===== src/rtl/pipe_stage_reg.sv =====
// Pipeline-stage register with valid/ready handshake, 1-entry skid buffer and flush.
// out_data comes straight from the main register; the skid register absorbs one beat of backpressure.
module pipe_stage_reg #(
    parameter int          N      = 32,
    parameter logic [N-1:0] BUBBLE = '0
) (
    input  logic         clk,
    input  logic         reset,
    input  logic         flush,
    input  logic         in_valid,
    output logic         in_ready,
    input  logic [N-1:0] in_data,
    output logic         out_valid,
    input  logic         out_ready,
    output logic [N-1:0] out_data,
    output logic [1:0]   count
);

    typedef enum logic [1:0] {
        EMPTY = 2'd0,
        ONE   = 2'd1,
        FULL  = 2'd2
    } state_t;

    state_t       state_q, state_d;
    logic         in_ready_q;
    logic [N-1:0] m_q, m_d;
    logic [N-1:0] s_q, s_d;

    logic in_fire;
    logic out_fire;

    assign in_fire  = in_valid & in_ready_q;
    assign out_fire = (state_q != EMPTY) & out_ready;

    // Next state and storage updates; in_data is only loaded on in_fire.
    always_comb begin
        state_d = state_q;
        m_d     = m_q;
        s_d     = s_q;
        if (flush) begin
            state_d = EMPTY;
            m_d     = BUBBLE;
            s_d     = BUBBLE;
        end else begin
            unique case (state_q)
                EMPTY: begin
                    if (in_fire) begin
                        state_d = ONE;
                        m_d     = in_data;
                    end
                end
                ONE: begin
                    if (in_fire && out_fire) begin
                        m_d = in_data;
                    end else if (in_fire) begin
                        state_d = FULL;
                        s_d     = in_data;
                    end else if (out_fire) begin
                        state_d = EMPTY;
                    end
                end
                FULL: begin
                    if (out_fire) begin
                        state_d = ONE;
                        m_d     = s_q;
                    end
                end
                default: begin
                    state_d = EMPTY;
                end
            endcase
        end
    end

    always_ff @(posedge clk) begin
        if (!reset) begin
            state_q    <= EMPTY;
            in_ready_q <= 1'b1;
            m_q        <= BUBBLE;
            s_q        <= BUBBLE;
        end else begin
            state_q    <= state_d;
            in_ready_q <= (state_d != FULL);
            m_q        <= m_d;
            s_q        <= s_d;
        end
    end

    always_comb begin
        in_ready  = in_ready_q;
        out_valid = (state_q != EMPTY);
        out_data  = m_q;
        count     = state_q;
    end

endmodule

===== config.mk =====
export PLATFORM = sky130hd
export DESIGN_NAME = pipe_stage_reg
export DESIGN_NICKNAME = d
export VERILOG_FILES = /design/src/rtl/pipe_stage_reg.sv
export SDC_FILE = /design/constraint.sdc
export NUM_CORES = 1
export LEC_CHECK = 0
export ABC_AREA = 1
export BUFFER_PORTS_ARGS = -buffer_cell sky130_fd_sc_hd__buf_2
export CORE_UTILIZATION = 48
export CTS_CLUSTER_DIAMETER = 200
export DETAILED_ROUTE_END_ITERATION = 6
export GPL_ROUTABILITY_DRIVEN = 0
export GPL_TIMING_DRIVEN = 0
export HOLD_SLACK_MARGIN = 0.12
export PLACE_DENSITY = 0.73
export REMOVE_ABC_BUFFERS = 1
export SKIP_CTS_REPAIR_TIMING = 1
export SLEW_MARGIN = 20
export SYNTH_ARGS = -nofsm -noshare
export SYNTH_HDL_FRONTEND = slang
export SYNTH_SLANG_ARGS = --single-unit

===== constraint.sdc =====
create_clock -name clk -period 1.1 [get_ports clk]
set_input_delay 0.22 -clock clk [delete_from_list [all_inputs] [get_ports clk]]
set_output_delay 0.22 -clock clk [all_outputs]
set_load 0.01 [all_outputs]

==> summary.txt, run 1 <==
Yosys cell types: 18
Final WS setup: -0.3044 ns
critical path buffer and inverter count: 3
area of the core: 6061 µm²
RSZ-0062 raised after global routing: yes
maxcap violations: 0
clock buffer count from CTS: 9
Final period util: 1.277
Slew Limit Fails: 0
pre-CTS WS: -1.419 ns
vias per cell: 5.651
area grow syn2layout: 53.30%
worst hold slack: 0.1194 ns
fraction of layout cells with a size suffix above 1: 0.3735
outcome: finished, violations left
Final HPWL DP: 4053 µm
Total GRT Usage: 0.2235
wirelength, routed: 12,210 µm
Flop pwr share: 0.442
Critical Path Stages: 7
Sw Share: 0.2850
largest net degree at the start of global routing: 65
Slew @ Worst Pin: 0.9310 ns
worst-path maximum fanout: 8
Seq/Total Area, Yosys: 0.4345
Rows: 28
Hold EP: s_q[30]
slowest CP cell: dfxtp_4
Setup Skew: 0.009530 ns
CTS H-tree depth: 3
Die Ht: 82.19 µm
final period demand of the worst path: 1.404 ns
Startpoint Class: register
crit path capture type: register
starting density of the core: 0.5093
worst vdd ir: 840.5 µV
crit path cell chain: clkinv_8 > nor2_4 > buf_12 > buf_6 > nand2_8 > nand2_2 > a21oi_1
type of the worst min-delay path: input port to register
post-route ant nets: 0
WHS Path Cells: 3
clock share of power: 0.394
RR Endpoint: s_q[3]
R2R Setup Slk: -0.30 ns
CTS Sinks: 67
YS warnings: 0
initial antenna violation count: 0
Clock Latency Late Sink: 0.37 ns
Leak Pwr: 2.123 nW
r2r startpoint: count[0]
drt first pass iters: 5
diodes inserted: 0
grt ovf: 0
fillers: 425
final hold vios: 0
PwrDens: 1205 nW/µm²
Placed Cells: 591
Max Fclk: 0.7120 GHz
Port Buffer Count: 72
part of the power in combinational logic: 0.164
CTS tree: yes
reg2reg path depth: 7
CP delay by family, top: flip-flops
number of global-route vias before repair: 2,570
root buf cell: clkbuf_8
# IOs: 73
die area: 6755 µm²
sw power: 0.001626 W
non-filler instance count after layout: 664
vias post-DR: 3,752
wire per inst: 18.38 µm
final setup fails: 70
Power Internal: 0.004077 W
Post-route DRC: 0
Clock transition at path regs: 0.07 ns
max incr delay on CP: 0.45 ns
kind of critical path: register to register
drt initial violations: 331
Post-layout nets: 621
CTS Buffer Depth: 2
post-synthesis cell count: 475
Post-Syn Area: 3087 µm²
Slew HR: 0.3787
setup TNS: -15.68 ns
Worst Path Arrival: 1.65 ns
violated checks: setup timing
syn_area_per_cell: 6.498 µm²
Synth Register Bits: 67
WP data required: 1.34 ns
Die W: 82.19 µm
first-pass GRT wire length: 11,460 µm
Hold Crit Start: in_data[30]
## stage by stage
stage	util	cell area [µm²]	total power (W)
floorplan	-	2913	0.002905
global route	0.7808	4732	0.005856
global placement	0.5555	3367	0.003121
CTS	0.5919	3587	0.005262
finish	0.7808	4732	0.005703
detailed placement	0.5578	3381	0.003133
## final cells by class
type,instances,area [µm²],area share
flip-flops and latches,67,1350,0.2853
multi-input cells,351,2029,0.4289
inverters,40,166.4,0.03517
repair buffers,113,869.6,0.1838
clock inverters,1,30.03,0.006346
clock buffers,15,176.4,0.03728
repair inverters,2,16.27,0.003437
well taps,75,93.84,0.01983
## cell usage after synthesis
cell type / count / area (µm²)
inv_2: 2 / 7.510
clkbuf_1: 11 / 41.29
inv_1: 38 / 142.6
nand2_1: 166 / 623.1
o21ai_0: 1 / 5.000
buf_2: 13 / 65.06
nand2_2: 1 / 6.260
nand3_4: 1 / 17.52
dfxtp_1: 67 / 1341
nand3_1: 65 / 325.3
buf_6: 4 / 45.04
nor2_1: 65 / 244.0
nor2_4: 1 / 11.26
nor2_2: 2 / 12.51
a21oi_1: 33 / 165.2
buf_4: 3 / 22.52
o21ai_1: 1 / 5.000
nand4_1: 1 / 6.260
## worst max path at each step
stage	start	end	slack [ns]
floorplan	count[1]	in_ready	-1.20
global placement	count[1]	in_ready	-2.32
detailed placement	count[0]	in_ready	-1.42
CTS	count[0]	in_ready	-1.45
global route	count[0]	s_q[4]	-0.33
finish	count[0]	s_q[3]	-0.30
## flip-flops by register name, summed over array words and instances, names as in the netlist
| name | count |
|---|---|
| s_q | 32 |
| out_data | 32 |
| in_ready | 1 |
| count | 2 |
## cells in the final DEF (no fill, tap or decap), types with 3 or more instances in the layout
master       n
nand2_1    135
buf_4       19
clkbuf_8    12
nand2_8      7
nand3_4     13
a21oi_1     13
nand3_1     50
buf_12       7
buf_6        9
dfxtp_1     64
clkbuf_16    3
nor2_1      65
inv_1       37
nor2_4       5
buf_8        3
nand2_2     20
buf_2       71
nand2_4      9
nand3_2     10
a21oi_2     20
clkbuf_1     3
## kinds of logic (layout without fill, tap and decap cells)
kind of cell / Yosys count / in the layout / synth area share
AOI/OAI and AO/OA: 35 / 35 / 0.05675
buffers and inverters: 71 / 171 / 0.1050
DFF: 67 / 67 / 0.4345
and+or+nand+nor: 302 / 316 / 0.4037
## power groups by stage
stage	combinational [W]	sequential (W)	clock, W
global route	0.00100	0.00253	0.00232
floorplan	0.000301	0.00260	0
detailed placement	0.000556	0.00258	0
global placement	0.000548	0.00257	0
CTS	0.000559	0.00252	0.00218
finish	0.000935	0.00252	0.00225
## worst min-delay path, stage by stage
cell and delay [ns]:
buf_2 0.11, nand3_2 0.06, a21oi_1 0.05
## routing by layer
metal | vias up | track usage | routed length, µm
met4 | 0 | 0.07544 | 640
li1 | 1721 | - | -
met2 | 264 | 0.3529 | 5540
met1 | 1695 | 0.2861 | 4555
met3 | 72 | 0.07253 | 1470
met5 | - | 0 | 0
Power figures use the tool's default switching activity.
==> run 2: changes to the inputs <==
--- a/config.mk
+++ b/config.mk
@@ -7,13 +7,13 @@
 export LEC_CHECK = 0
 export ABC_AREA = 1
 export BUFFER_PORTS_ARGS = -buffer_cell sky130_fd_sc_hd__buf_2
-export CORE_UTILIZATION = 48
+export CORE_UTILIZATION = 30
 export CTS_CLUSTER_DIAMETER = 200
 export DETAILED_ROUTE_END_ITERATION = 6
 export GPL_ROUTABILITY_DRIVEN = 0
 export GPL_TIMING_DRIVEN = 0
 export HOLD_SLACK_MARGIN = 0.12
-export PLACE_DENSITY = 0.73
+export PLACE_DENSITY = 0.49
 export REMOVE_ABC_BUFFERS = 1
 export SKIP_CTS_REPAIR_TIMING = 1
 export SLEW_MARGIN = 20
==> summary.txt, run 2 (synthesis results as in run 1) <==
critical path buffer and inverter count: 2
Post-route DRC: 0
Port Buffer Count: 72
Slew @ Worst Pin: 0.6206 ns
worst-path maximum fanout: 16
Hold Crit Start: flush
Worst Path Arrival: 1.56 ns
slowest CP cell: dfxtp_4
R2R Setup Slk: -0.27 ns
CP startpoint: count[0]
final period demand of the worst path: 1.366 ns
Final WS setup: -0.2659 ns
commonest non-fill, non-tap cell in the layout: nand2_1
fillers: 1,047
wirelength, routed: 10,200 µm
maxcap violations: 0
Startpoint Class: register
max incr delay on CP: 0.47 ns
final core occ: 0.4434
# IOs: 73
WP data required: 1.30 ns
Hold EP: in_ready
vias post-DR: 3,238
largest net degree at the start of global routing: 65
FF+latch area: 1349 µm²
kind of critical path: register to register
fraction of layout cells with a size suffix above 1: 0.2932
total chip power: 0.005390 W
violated checks: setup timing
type of the worst min-delay path: input port to register
Max Fclk: 0.7321 GHz
WHS Path Cells: 3
r2r startpoint: count[0]
root buf cell: clkbuf_8
setup TNS: -13.20 ns
final setup fails: 69
CTS H-tree depth: 3
Post-layout nets: 605
Final HPWL DP: 4693 µm
starting density of the core: 0.3129
grt ovf: 0
Die Ht: 103.4 µm
Leak Pwr: 2.030 nW
RR Endpoint: s_q[4]
RSZ-0062 raised after global routing: yes
Die W: 103.4 µm
Slew Limit Fails: 0
number of global-route vias before repair: 2,652
Setup Skew: 0.01232 ns
CP delay by family, top: flip-flops
Clock transition at path regs: 0.08 ns
post-route ant nets: 0
CTS Buffer Depth: 2
die area: 10,700 µm²
Final period util: 1.242
most frequent cells in the layout: 147 x nand2_1, 71 x buf_2, 65 x nand3_1, 65 x dfxtp_1, 54 x nor2_1
vias per cell: 4.586
PwrDens: 1232 nW/µm²
drt initial violations: 112
Total GRT Usage: 0.1577
crit path capture type: register
area of the core: 9864 µm²
worst vdd ir: 453.7 µV
crit path cell chain: clkinv_16 > nor2_4 > buf_12 > nand2_4 > nand2_1 > a21oi_1
final hold vios: 0
clock buffer count from CTS: 9
wire per inst: 14.45 µm
outcome: finished, violations left
area grow syn2layout: 41.71%
reg2reg path depth: 6
CTS tree: yes
first-pass GRT wire length: 12,940 µm
Slew HR: 0.5857
initial antenna violation count: 0
diodes inserted: 0
pre-CTS WS: -1.569 ns
CTS Sinks: 67
Clock Latency Late Sink: 0.35 ns
Rows: 36
Multi-input gate area: 1654 µm²
drt first pass iters: 4
[run 2: report_power, final]
group	total [W]	internal [W]	switching, W
clock	0.00203	0.00107	0.000967
sequential	0.00252	0.00248	0.0000357
combinational	0.000837	0.000351	0.000486
total	0.00539	0.00390	0.00149
[run 2: tightest hold or removal path: cells and delay by family]
kind | cells | cell delay, ns
AND/OR/NAND/NOR | 1 | 0.09
buffers and inverters | 2 | 0.15
[run 2: worst max path at each step]
| stage | to | cells past startpoint | slack [ns] |
|---|---|---|---|
| after floorplan | in_ready | 4 | -1.20 |
| after global placement | in_ready | 4 | -2.56 |
| after detailed placement | in_ready | 5 | -1.57 |
| after CTS | in_ready | 5 | -1.60 |
| after global routing | s_q[0] | 6 | -0.31 |
| final | s_q[4] | 6 | -0.27 |
[run 2: layout make-up]
type                       instances  share of cell area
multi-input combinational        343              0.3781
tap                              133             0.03804
timing repair inverter             1            0.002574
inverter                          40             0.04033
clock buffer                      15             0.04262
clock inverter                     1            0.001144
timing repair buffer             106              0.1888
sequential                        67              0.3084
[run 2: per-layer routing]
| layer | track usage | wire (µm) | up-vias |
|---|---|---|---|
| li1 | - | - | 1668 |
| met1 | 0.2065 | 4957 | 1472 |
| met3 | 0.03562 | 510 | 12 |
| met2 | 0.2517 | 4598 | 86 |
| met5 | 0 | 0 | - |
| met4 | 0.06176 | 136 | 0 |
[run 2: stage by stage]
step	hold WS (ns)	cells	cell area [µm²]
final	0.1490	706	4374
after global routing	0.1562	706	4374
after CTS	0.09422	668	3727
after detailed placement	0.4524	652	3536
after global placement	0.4487	649	3440
after floorplan	0.3252	444	2913
==> run 3: changes to the inputs <==
--- a/config.mk
+++ b/config.mk
@@ -15,8 +15,6 @@
 export HOLD_SLACK_MARGIN = 0.12
 export PLACE_DENSITY = 0.49
 export REMOVE_ABC_BUFFERS = 1
-export SKIP_CTS_REPAIR_TIMING = 1
-export SLEW_MARGIN = 20
 export SYNTH_ARGS = -nofsm -noshare
 export SYNTH_HDL_FRONTEND = slang
 export SYNTH_SLANG_ARGS = --single-unit
==> summary.txt, run 3 (synthesis results as in run 1) <==
diodes inserted: 0
Post-layout nets: 616
Hold Crit Start: in_data[7]
Total GRT Usage: 0.2304
type of the worst min-delay path: input port to register
Die Ht: 103.4 µm
WP data required: 1.39 ns
clock buffer count from CTS: 9
CP delay by family, top: flip-flops
Die W: 103.4 µm
fraction of layout cells with a size suffix above 1: 0.4298
slowest CP cell: dfxtp_4
critical path buffer and inverter count: 2
Post-route DRC: 0
wire per inst: 16.65 µm
area grow syn2layout: 56.79%
wirelength, routed: 11,940 µm
Hold EP: s_q[7]
crit path cell chain: o21ai_4 > buf_12 > nand3_4 > buf_8 > nand2_4 > nand2_2 > nor2_2
max incr delay on CP: 0.40 ns
violated checks: setup timing
Worst Path Arrival: 1.60 ns
largest net degree at the start of global routing: 34
first-pass GRT wire length: 17,590 µm
Rows: 36
initial antenna violation count: 0
Leak Pwr: 2.090 nW
RSZ-0062 raised after global routing: yes
drt initial violations: 130
number of global-route vias before repair: 3,084
starting density of the core: 0.3129
commonest non-fill, non-tap cell in the layout: nand2_1
Final HPWL DP: 4371 µm
setup TNS: -11.06 ns
Port Buffer Count: 72
Slew HR: 0.5948
# IOs: 73
Slew @ Worst Pin: 0.6064 ns
R2R Setup Slk: -0.21 ns
vias post-DR: 3,430
Clock transition at path regs: 0.08 ns
final hold vios: 0
Max Fclk: 0.7606 GHz
final period demand of the worst path: 1.315 ns
die area: 10,700 µm²
total chip power: 0.005521 W
Slew Limit Fails: 0
CTS H-tree depth: 3
root buf cell: clkbuf_8
CTS Sinks: 67
PwrDens: 1141 nW/µm²
worst vdd ir: 466.3 µV
worst hold slack: 0.1323 ns
WHS Path Cells: 3
final setup fails: 69
maxcap violations: 0
Clock Latency Late Sink: 0.34 ns
drt first pass iters: 4
worst-path maximum fanout: 7
Final WS setup: -0.2148 ns
area of the core: 9864 µm²
vias per cell: 4.784
CTS Buffer Depth: 2
r2r startpoint: count[1]
most frequent cells in the layout: 110 x nand2_1, 71 x buf_2, 64 x dfxtp_1, 58 x nor2_1, 50 x nand3_1
post-route ant nets: 0
reg2reg path depth: 7
Setup Skew: 0.01059 ns
Final period util: 1.195
grt ovf: 0
RR Endpoint: out_data[2]
kind of critical path: register to register
outcome: finished, violations left
crit path capture type: register
CTS tree: yes
Startpoint Class: register
run 3: power breakdown:
part           switching, W  internal (W)
logic              0.000582      0.000375
registers         0.0000375       0.00248
clock network      0.000975       0.00107
run 3: worst max path at each step:
stage / start / end / slack (ns) / cells past startpoint
2_1_floorplan: count[1] / in_ready / -1.20 / 4
3_3_place_gp: count[1] / in_ready / -2.56 / 4
3_5_place_dp: count[0] / in_ready / -1.60 / 5
4_1_cts: count[0] / out_data[29] / -0.21 / 7
5_1_grt: count[0] / out_data[24] / -0.28 / 7
6_report: count[1] / out_data[2] / -0.21 / 7
run 3: worst register-to-register path: cells and delay by family (launching register included):
kind / cells / cell delay, ns
flops: 1 / 0.40
buf+inv: 2 / 0.33
simple gates: 4 / 0.32
compound gates: 1 / 0.20
run 3: per-stage QoR:
step,setup slack [ns],cell area (µm²),std cells,utilization
after floorplan,-1.204,2913,444,-
after global placement,-2.559,3440,649,0.3487
after detailed placement,-1.597,3451,649,0.3498
after CTS,-0.2056,4474,712,0.4536
after global routing,-0.2837,4840,717,0.4906
final,-0.2148,4840,717,0.4906
run 3: routing by layer:
layer	GRT usage	vias up	share of wire
met5	0	-	0
met4	0.08992	0	0.017
met3	0.05108	18	0.060
met2	0.3632	106	0.45
met1	0.3059	1600	0.47
li1	-	1706	-
run 3: timing repair:
action / CTS / global route
setup endpoints to repair: 70 / 69
setup buffers: 33 / 3
pin swaps: 16 / 43
resized for setup: 88 / 77
hold endpoints to repair: 1 / 0
cloned: 13 / 2
hold buffers: 1 / 0
run 3: cell type report:
cell class / count / area (µm²)
fillers: 1028 / 5025
repair buffers: 110 / 854.6
well taps: 133 / 166.4
repair inverters: 2 / 16.27
clock buffers: 15 / 186.4
multi-input cells: 349 / 2091
clock inverters: 1 / 5.005
inverters: 40 / 170.2
flip-flops and latches: 67 / 1350
